--- config.mk ---
export PLATFORM = sky130hd
export DESIGN_NAME = rtype_inst_encoder
export DESIGN_NICKNAME = d
export VERILOG_FILES = /design/src/rtl/rtype_inst_encoder.sv
export SDC_FILE = /design/constraint.sdc
export NUM_CORES = 1
export LEC_CHECK = 0
export BUFFER_PORTS_ARGS = -buffer_cell sky130_fd_sc_hd__buf_2
export CAP_MARGIN = 20
export CORE_ASPECT_RATIO = 1.25
export CORE_UTILIZATION = 35
export DETAILED_ROUTE_END_ITERATION = 8
export PLACE_DENSITY = 0.73
export SETUP_SLACK_MARGIN = 0.4
export SLEW_MARGIN = 20
export SYNTH_ARGS = -nofsm -noshare
export SYNTH_HDL_FRONTEND = slang
export SYNTH_SLANG_ARGS = --single-unit
--- constraint.sdc ---
create_clock -name clk -period 1.72 [get_ports clk]
set_input_delay 0.344 -clock clk [delete_from_list [all_inputs] [get_ports clk]]
set_output_delay 0.344 -clock clk [all_outputs]
set_load 0.01 [all_outputs]
--- src/rtl/rtype_inst_encoder.sv ---
// rtype_inst_encoder: assembles {ALUSel, rd, rs1, rs2} requests into RV32I
// R-type words and streams them to instruction memory at incrementing,
// word-aligned addresses during a start-opened load session.
// Optional feature macro: RTYPE_ENC_REJECT_EN (drop ALUSel 1010..1111 and flag err).
module rtype_inst_encoder #(
  parameter int unsigned       ADDR_W = 32,
  parameter logic [ADDR_W-1:0] BASE   = '0,
  parameter int unsigned       DEPTH  = 64
) (
  input  logic              clk,
  input  logic              rst_n,
  input  logic              start,
  input  logic              in_valid,
  output logic              in_ready,
  input  logic [3:0]        in_alusel,
  input  logic [4:0]        in_rd,
  input  logic [4:0]        in_rs1,
  input  logic [4:0]        in_rs2,
  input  logic              in_last,
  output logic              wr_en,
  output logic [ADDR_W-1:0] wr_addr,
  output logic [31:0]       wr_data,
  output logic [16:0]       count,
  output logic              done,
  output logic              full,
  output logic              err
);

  localparam logic [6:0]  OPC_RTYPE = 7'b0110011;
  localparam logic [16:0] LAST_IDX  = 17'(DEPTH - 1);

  typedef enum logic {IDLE, LOAD} state_t;

  state_t      state, state_next;
  logic        xfer;
  logic        write;
  logic        at_depth;
  logic        close;
  logic [6:0]  funct7;
  logic [2:0]  funct3;
  logic [31:0] word;
`ifdef RTYPE_ENC_REJECT_EN
  logic        illegal;
`endif

  assign in_ready = (state == LOAD);

  // ALUSel to {funct7, funct3} and R-type word assembly
  always_comb begin
    funct7 = 7'h00;
    funct3 = 3'b000;
    case (in_alusel)
      4'b0000: funct3 = 3'b111;
      4'b0001: funct3 = 3'b110;
      4'b0010: funct3 = 3'b000;
      4'b0011: funct3 = 3'b100;
      4'b0100: funct3 = 3'b001;
      4'b0101: funct3 = 3'b101;
      4'b0110: begin funct7 = 7'h20; funct3 = 3'b000; end
      4'b0111: funct3 = 3'b010;
      4'b1000: begin funct7 = 7'h20; funct3 = 3'b101; end
      4'b1001: funct3 = 3'b011;
      default: begin funct7 = 7'h00; funct3 = 3'b000; end
    endcase
    word = {funct7, in_rs2, in_rs1, funct3, in_rd, OPC_RTYPE};
  end

  // Handshake qualification and next-state selection
  always_comb begin
    state_next = state;
    xfer       = in_valid && (state == LOAD);
`ifdef RTYPE_ENC_REJECT_EN
    illegal    = (in_alusel > 4'd9);
    write      = xfer && !illegal;
`else
    write      = xfer;
`endif
    at_depth   = write && (count == LAST_IDX);
    close      = xfer && (in_last || at_depth);
    case (state)
      IDLE:    if (start) state_next = LOAD;
      LOAD:    if (close) state_next = IDLE;
      default: state_next = IDLE;
    endcase
  end

  // State register
  always_ff @(posedge clk or negedge rst_n) begin
    if (!rst_n) state <= IDLE;
    else        state <= state_next;
  end

  // Write port, session counters and status flags
  always_ff @(posedge clk or negedge rst_n) begin
    if (!rst_n) begin
      wr_en   <= 1'b0;
      wr_addr <= BASE;
      wr_data <= '0;
      count   <= '0;
      done    <= 1'b0;
      full    <= 1'b0;
    end else begin
      wr_en <= write;
      done  <= close;
      if (write) begin
        wr_data <= word;
        wr_addr <= BASE + (ADDR_W'(count) << 2);
        count   <= count + 17'd1;
      end
      if (at_depth) full <= 1'b1;
      if ((state == IDLE) && start) begin
        count <= '0;
        full  <= 1'b0;
      end
    end
  end

`ifdef RTYPE_ENC_REJECT_EN
  // Sticky illegal-op flag, cleared when a new session opens
  always_ff @(posedge clk or negedge rst_n) begin
    if (!rst_n)                          err <= 1'b0;
    else if ((state == IDLE) && start)   err <= 1'b0;
    else if (xfer && illegal)            err <= 1'b1;
  end
`else
  assign err = 1'b0;
`endif

endmodule

# [Word-level counts from Yosys, hierarchy flattened]
# Index checks and enable logic that the tools add are counted.
[op_classes] addsub=1 n_eq_ne=9 muxes=9 bitwise=1 reduce_logical=10
[ops] cell="17-bit 2-to-1 mux" count=2
[ops] cell="3-bit one-hot mux with 7 select lines" count=1
[ops] cell="17-bit by 1-bit adder with 17-bit output (second input constant)" count=1
[ops] cell="17-bit by 6-bit == test with 1-bit output (second input constant)" count=1
[ops] cell="4-bit by 3-bit == test with 1-bit output (second input constant)" count=4
[ops] cell="4-bit == test (second input constant)" count=2
[ops] cell="6-bit 2-to-1 mux" count=1
[ops] cell="4-bit by 1-bit == test with 1-bit output (second input constant)" count=1
[ops] cell="4-bit by 2-bit == test with 1-bit output (second input constant)" count=1
[ops] cell="1-bit logical AND" count=4
[ops] cell="4-bit zero test" count=1
[ops] cell="1-bit 2-to-1 mux" count=4
[ops] cell="2-bit nonzero test" count=2
[ops] cell="2-bit OR reduction" count=2
[ops] cell="1-bit one-hot mux with 2 select lines" count=1
[ops] cell="1-bit logical OR" count=1
[ops] cell="1-bit NOT" count=1
[totals] reg_bits=67 output_inout_bits=86 elab_cells=37

# [Depth between registers and ports, before layout]
# Gate-level depths: netlist (run 1).
[depth] ltp_word=6 ltp_mapped=6 mapped_depth_nobuf=5

# [Worst setup path after synthesis (run 1)]
# Ideal clock, no wire load.
[synth_timing] path_kind="register -> register" from="register count[2]" to="register count[15]" setup_ns=0.066 arrival_ns=1.652 required_ns=1.654 path_slack_ns=0.002 stages_incl_launch_ff=7 path_cell_list="dfrtp_1 -> buf_2 -> nand3_1 -> or3_1 -> clkbuf_2 -> or4_1 -> nand2_1"
[synth_via] elab_chain_cells=3
[synth_lines] item="start: declaration" line_no="23" text="output logic [16:0] count,"
[synth_lines] item="start signal: assignment" line_no="108" text="count <= count + 17'd1;"
[synth_lines] item="17-bit by 1-bit adder with 17-bit output" line_no="108"
[synth_lines] item="17-bit 2-to-1 mux" line_no="105" text="if (write) begin"
[synth_lines] item="17-bit 2-to-1 mux" line_no="111" text="if ((state == IDLE) && start) begin"
# No other way between the ends. The select of a mux whose other input is x is not followed.
# A chain may end at the register's enable or synchronous reset.

# [Worst setup path in the final report (run 1)]
[layout_timing] from="register count[6]" to="register count[9]"
# The elaborated chain is that of the path after synthesis.

==> results of run 1 <==
-- worst min-delay path: stages --
cell	delay, ns
buf_2	0.08
nand2_1	0.04
nand2_1	0.04
-- logic make-up (layout without fill, tap and decap cells) --
logic type               after synthesis  after routing
flip-flops                            58             58
other                                  1             25
AND/OR/NAND/NOR                      154            154
AO/OA/AOI/OAI                         37             37
buffers and inverters                 46            154
multiplexers                           2              2
XOR/XNOR                               2              2
adder cells (fa/ha/maj)                1              1
-- through the flow --
stage	instance area, µm²	power, mW	instances
3_5_place_dp	3170	2.31	469
2_1_floorplan	2820	2.05	325
3_3_place_gp	3170	2.28	469
5_1_grt	3900	3.89	525
6_report	3900	3.67	525
4_1_cts	3530	3.49	499
-- placed cells by master (no fill, tap or decap), drive strengths merged, types with 5 or more instances in the layout --
master  Yosys  layout
buf        32     134
nand2     112     112
dfrtp      58      58
conb        1      25
o21ai      14      14
nor2       12      12
clkbuf     11      10
nand3       7       7
clkinv      1       6
a21oi       5       5
-- layout make-up --
type	count	area share, %
Multi-Input combinational cell	221	30.7
Sequential cell	58	37.7
Timing Repair Buffer	135	23.7
Clock inverter	6	0.834
Inverter	3	0.610
Tap cell	92	2.95
Clock buffer	10	3.53
-- power by group --
| part | switching, mW | total (mW) | internal, mW |
|---|---|---|---|
| clock network | 0.536 | 1.08 | 0.547 |
| logic | 0.500 | 0.951 | 0.451 |
| registers | 0.124 | 1.64 | 1.52 |
-- worst paths after layout --
check	slack, ns	end	cells past startpoint
hold / removal	0.19	wr_data[23]	3
setup / recovery	0.18	count[9]	5
max in group asynchronous	0.76	wr_addr[13]	3
min in group asynchronous	0.45	wr_data[19]	2
hold reg to reg	0.47	wr_data[9]	2
setup reg to reg	0.18	count[9]	5
-- state kept, by name, summed over array words and instances (netlist names) --
| signal | count |
|---|---|
| in_ready | 1 |
| full | 1 |
| wr_data | 20 |
| done | 1 |
| wr_addr | 17 |
| count | 17 |
| wr_en | 1 |
-- per-layer routing --
layer | vias up | GRT usage, % | part of all wire [%]
li1 | 1197 | - | -
met2 | 137 | 30.0 | 49
met4 | 0 | 10.3 | 5.2
met5 | - | 0 | 0
met3 | 36 | 4.64 | 6.5
met1 | 1217 | 21.6 | 39
-- timing repair --
item,4_1_cts,5_1_grt
setup buffers,13,26
endpoints found under the setup margin,26,31
hold endpoints to repair,13,0
hold buffers,1,0
pin swaps,1,9
gates resized for setup,24,39
==> impl_metrics.json, run 1 <==
{
  "synth-seq-cells": 58,
  "outcome": "complete, no violations",
  "seq_area_um2": 1470,
  "start_util_pct": 36.2,
  "slew_violations": 0,
  "finalCriticalPeriod_ns": 1.54,
  "grt_max_degree": 32,
  "ys_async_sr_fraction_pct": 100,
  "drive_gt1_share_pct": 43.2,
  "antenna_found_initial": 0,
  "die_w_um": 80.3,
  "fp-row-count": 35,
  "cts_max_path_buffers": 2,
  "cp_cell_sequence": "nand4_1 > or3_4 > buf_6 > o211ai_1 > o31ai_1",
  "path_clk_slew_ns": 0.07,
  "synth_commonest_cells": "nand2_1 (112), dfrtp_1 (58), buf_4 (28)",
  "clockRootBuffer": "clkbuf_8",
  "place_congestion": 0.915,
  "area_growth_pct": 45.4,
  "rsz0062_at_grt": "true",
  "setup_slack_ns": 0.177,
  "reg2reg_from": "count[6]",
  "die_y_um": 99.9,
  "worst-endpoint-required_ns": 1.93,
  "num-fill-cells": 673,
  "p_per_area_nw_per_um2": 942,
  "grt_pass1_vias": 2304,
  "wl_per_cell_um": 14.7,
  "ios": 110,
  "whs_ns": 0.190,
  "yosysMostFrequentCell": "nand2_1",
  "vias": 2587,
  "coreArea_um2": 7400,
  "grt_first_pass_wirelength_mm": 11.0,
  "synth_edf_count": 0,
  "min_path_type": "input pin to register",
  "hpwl_mm": 4.75,
  "place_ws_ns": 0.195,
  "yosysWarningCount": 0,
  "cts_max_level": 3,
  "avgSynthCellArea_um2": 8.91,
  "crit_family": "simple AND/OR/NAND/NOR gates",
  "overflow": 0,
  "synth_top_cell_by_area": "dfrtp_1",
  "synth-simple-area-share_pct": 24.7,
  "final_core_util_pct": 52.7,
  "io_buffers": 84,
  "fmax_mhz": 648,
  "synth_compound_area_share_pct": 8.77,
  "cts_tree": "built",
  "yosys.area_share.adder_pct": 0.466,
  "grtUsageTotal_pct": 18.3,
  "finalCritPeriodShare_pct": 89.7,
  "ys_types": 43,
  "timing.setup.tns_ns": 0,
  "final_antenna_net_count": 0,
  "synth_xor_area_share_pct": 0.653,
  "crit_buf_inv": 1,
  "worstPathMaxFanout": 5,
  "hold_viol": 0,
  "insertion_delay_ns": 0.34,
  "synth.area.top_cells": "dfrtp_1 (54%), nand2_1 (16%), buf_4 (7.8%)",
  "cts_inserted_buffers": 9,
  "p_leak_nw": 2.11,
  "syn-cell-area_um2": 2680,
  "n_antenna_cell": 0,
  "netlist_instances": 301,
  "vdd_drop_max_v": 0.000520,
  "crit_path_end_kind": "register",
  "crit_path_max_incr_delay_ns": 0.42,
  "cp_slowest_cell": "or3_4",
  "yosysSeqAreaShare_pct": 54.1,
  "first_pass_iters": 4,
  "synth.area.mux_share_pct": 0.746,
  "route.detailed.drc": 0,
  "drtIter0Drc": 177,
  "clock-sinks": 58,
  "worstSetupStartpointType": "register",
  "setup_viol": 0,
  "multiInputGateArea_um2": 1200,
  "crit_start": "count[6]",
  "synth_top_area_share_pct": 54.1,
  "dieArea_um2": 8020,
  "totalWireLength_mm": 7.71,
  "drt-vias-per-instance": 4.93,
  "critical_path_class": "register to register",
  "synth_top_family_by_area": "simple AND/OR/NAND/NOR gates",
  "skew_ns": 0.00622,
  "cap_violations": 0,
  "worstPathArrival_ns": 1.76,
  "nets": 453,
  "min-delay-start": "in_rs2[3]",
  "ys.flop_type": "dfrtp_1"
}
Power figures use the tool's default switching activity.
==> run 2, diff against run 1 <==
--- a/config.mk
+++ b/config.mk
@@ -6,11 +6,11 @@
 export NUM_CORES = 1
 export LEC_CHECK = 0
 export BUFFER_PORTS_ARGS = -buffer_cell sky130_fd_sc_hd__buf_2
-export CAP_MARGIN = 20
 export CORE_ASPECT_RATIO = 1.25
 export CORE_UTILIZATION = 35
 export DETAILED_ROUTE_END_ITERATION = 8
-export PLACE_DENSITY = 0.73
+export GPL_ROUTABILITY_DRIVEN = 0
+export PLACE_DENSITY = 0.7
 export SETUP_SLACK_MARGIN = 0.4
 export SLEW_MARGIN = 20
 export SYNTH_ARGS = -nofsm -noshare
==> constraint.sdc (replaced) <==
create_clock -name clk -period 1.6 [get_ports clk]
set_input_delay 0.32 -clock clk [delete_from_list [all_inputs] [get_ports clk]]
set_output_delay 0.32 -clock clk [all_outputs]
set_load 0.01 [all_outputs]
==> impl_metrics.json, run 2 (synthesis gave the netlist of run 1 again) <==
{
  "outcome": "complete, no violations",
  "min-delay-start": "in_rs1[3]",
  "clockRootBuffer": "clkbuf_8",
  "final_antenna_net_count": 0,
  "fmax_mhz": 627,
  "worstHoldEndpoint": "wr_data[18]",
  "finalCritPeriodShare_pct": 99.6,
  "totalWireLength_mm": 8.43,
  "drive_gt1_share_pct": 50.3,
  "cap_violations": 0,
  "finalCriticalPeriod_ns": 1.59,
  "ff2ff_setup_slack_ns": 0.006,
  "route.detailed.drc": 0,
  "vdd_drop_max_v": 0.000665,
  "overflow": 0,
  "die_w_um": 80.3,
  "crit_path_end_kind": "register",
  "start_util_pct": 36.2,
  "grt_first_pass_wirelength_mm": 11.6,
  "clock-sinks": 58,
  "drt-vias-per-instance": 4.86,
  "worstPathMaxFanout": 4,
  "registers.top_by_ff_count": "wr_data",
  "hpwl_mm": 4.61,
  "final_core_util_pct": 60.1,
  "first_pass_iters": 4,
  "holdPathStages": 3,
  "insertion_delay_ns": 0.34,
  "setup_slack_ns": 0.00635,
  "grtUsageTotal_pct": 19.6,
  "dpl_cell_area_um2": 3240,
  "ios": 110,
  "worst-endpoint-required_ns": 1.80,
  "die_y_um": 99.9,
  "min_path_type": "input pin to register",
  "rsz0062_at_grt": "true",
  "n_antenna_cell": 0,
  "final_common_cell": "nand2_1",
  "cts_max_level": 3,
  "cts_max_path_buffers": 2,
  "antenna_found_initial": 0,
  "multiInputGateArea_um2": 1270,
  "worstSetupStartpointType": "register",
  "vias": 2746,
  "fin_area_um2": 4450,
  "place_ws_ns": 0.123,
  "reg.largest.list": "wr_data (20), count (17), wr_addr (17)",
  "worstPathArrival_ns": 1.79,
  "p_per_area_nw_per_um2": 971,
  "p_leak_nw": 2.38,
  "critical_path_class": "register to register",
  "drtIter0Drc": 151,
  "path_clk_slew_ns": 0.07,
  "largest_reg_flops": 20,
  "grt_pass1_vias": 2424,
  "reg2reg_to": "count[9]",
  "hold_viol": 0,
  "timing.setup.tns_ns": 0,
  "fp-row-count": 35,
  "ff2ff_path_depth": 5,
  "io_buffers": 84,
  "dieArea_um2": 8020,
  "area_growth_pct": 65.9,
  "coreArea_um2": 7400,
  "cts_inserted_buffers": 9,
  "skew_ns": 0.00800,
  "grt_max_degree": 24,
  "reg2reg_from": "count[3]",
  "wl_per_cell_um": 14.9,
  "slew_violations": 0,
  "num-fill-cells": 630,
  "final_cell_mix": "nand2_1 (108), buf_2 (65), buf_4 (59), dfrtp_1 (45), buf_6 (42)",
  "seq_area_um2": 1470,
  "nets": 493,
  "setup_viol": 0,
  "cts_tree": "built"
}
run 2: cell types whose count changed in the layout (fill, tap and decap cells not counted), moves of 6 or more:
cell / delta
o21ai_0: -6
buf_6: +26
buf_2: -12
buf_4: +22
run 2: how the worst max path moves through the flow:
stage               startpoint         to  slack [ns]  cells after the start
global placement      count[5]  count[15]        0.17                      4
finish                count[3]   count[9]       0.006                      5
global route          count[3]   count[9]       -0.05                      5
detailed placement    count[5]  count[15]        0.12                      4
CTS                   count[5]   count[9]        0.20                      5
floorplan             count[2]  count[15]       -0.01                      6
run 2: final cells by class:
| type | instances | area share (%) |
|---|---|---|
| flip-flops and latches | 58 | 33.0 |
| repair buffers | 174 | 30.6 |
| multi-input cells | 221 | 28.5 |
| clock buffers | 15 | 4.41 |
| well taps | 92 | 2.59 |
| inverters | 3 | 0.534 |
| repair inverters | 1 | 0.197 |
| clock inverters | 1 | 0.112 |
run 2: stage by stage:
step / hold slack [ns] / power (mW) / cells
floorplan: 0.0244 / 2.21 / 325
global placement: 0.337 / 2.47 / 478
detailed placement: 0.337 / 2.50 / 478
CTS: 0.152 / 4.15 / 533
global route: 0.158 / 4.54 / 565
finish: 0.163 / 4.32 / 565
run 2: repair_timing:
item,4_1_cts,5_1_grt
pin swaps,12,23
setup buffers,38,31
hold buffers,1,0
endpoints found under the setup margin,72,114
gates cloned,0,1
endpoints found under the hold margin,18,0
resized for setup,68,52
run 2: routing by layer:
layer / vias to the layer above / routed length (µm) / track usage (%)
li1: 1278 / - / -
met1: 1324 / 3430 / 23.0
met2: 120 / 4250 / 31.8
met3: 24 / 479 / 4.27
met4: 0 / 277 / 13.3
met5: - / 0 / 0
run 2: where the power goes:
group | total (mW) | switching, mW | internal, mW | leakage, nW
clock network | 1.34 | 0.571 | 0.772 | 0.106
logic | 1.22 | 0.598 | 0.624 | 1.54
registers | 1.76 | 0.127 | 1.63 | 0.742
run 2: critical path, cell delays in order, from the launching register on:
cell and delay (ns):
dfrtp_2 0.41, nand4_1 0.13, or3_4 0.39, buf_4 0.16
o211ai_1 0.22, o31ai_1 0.14
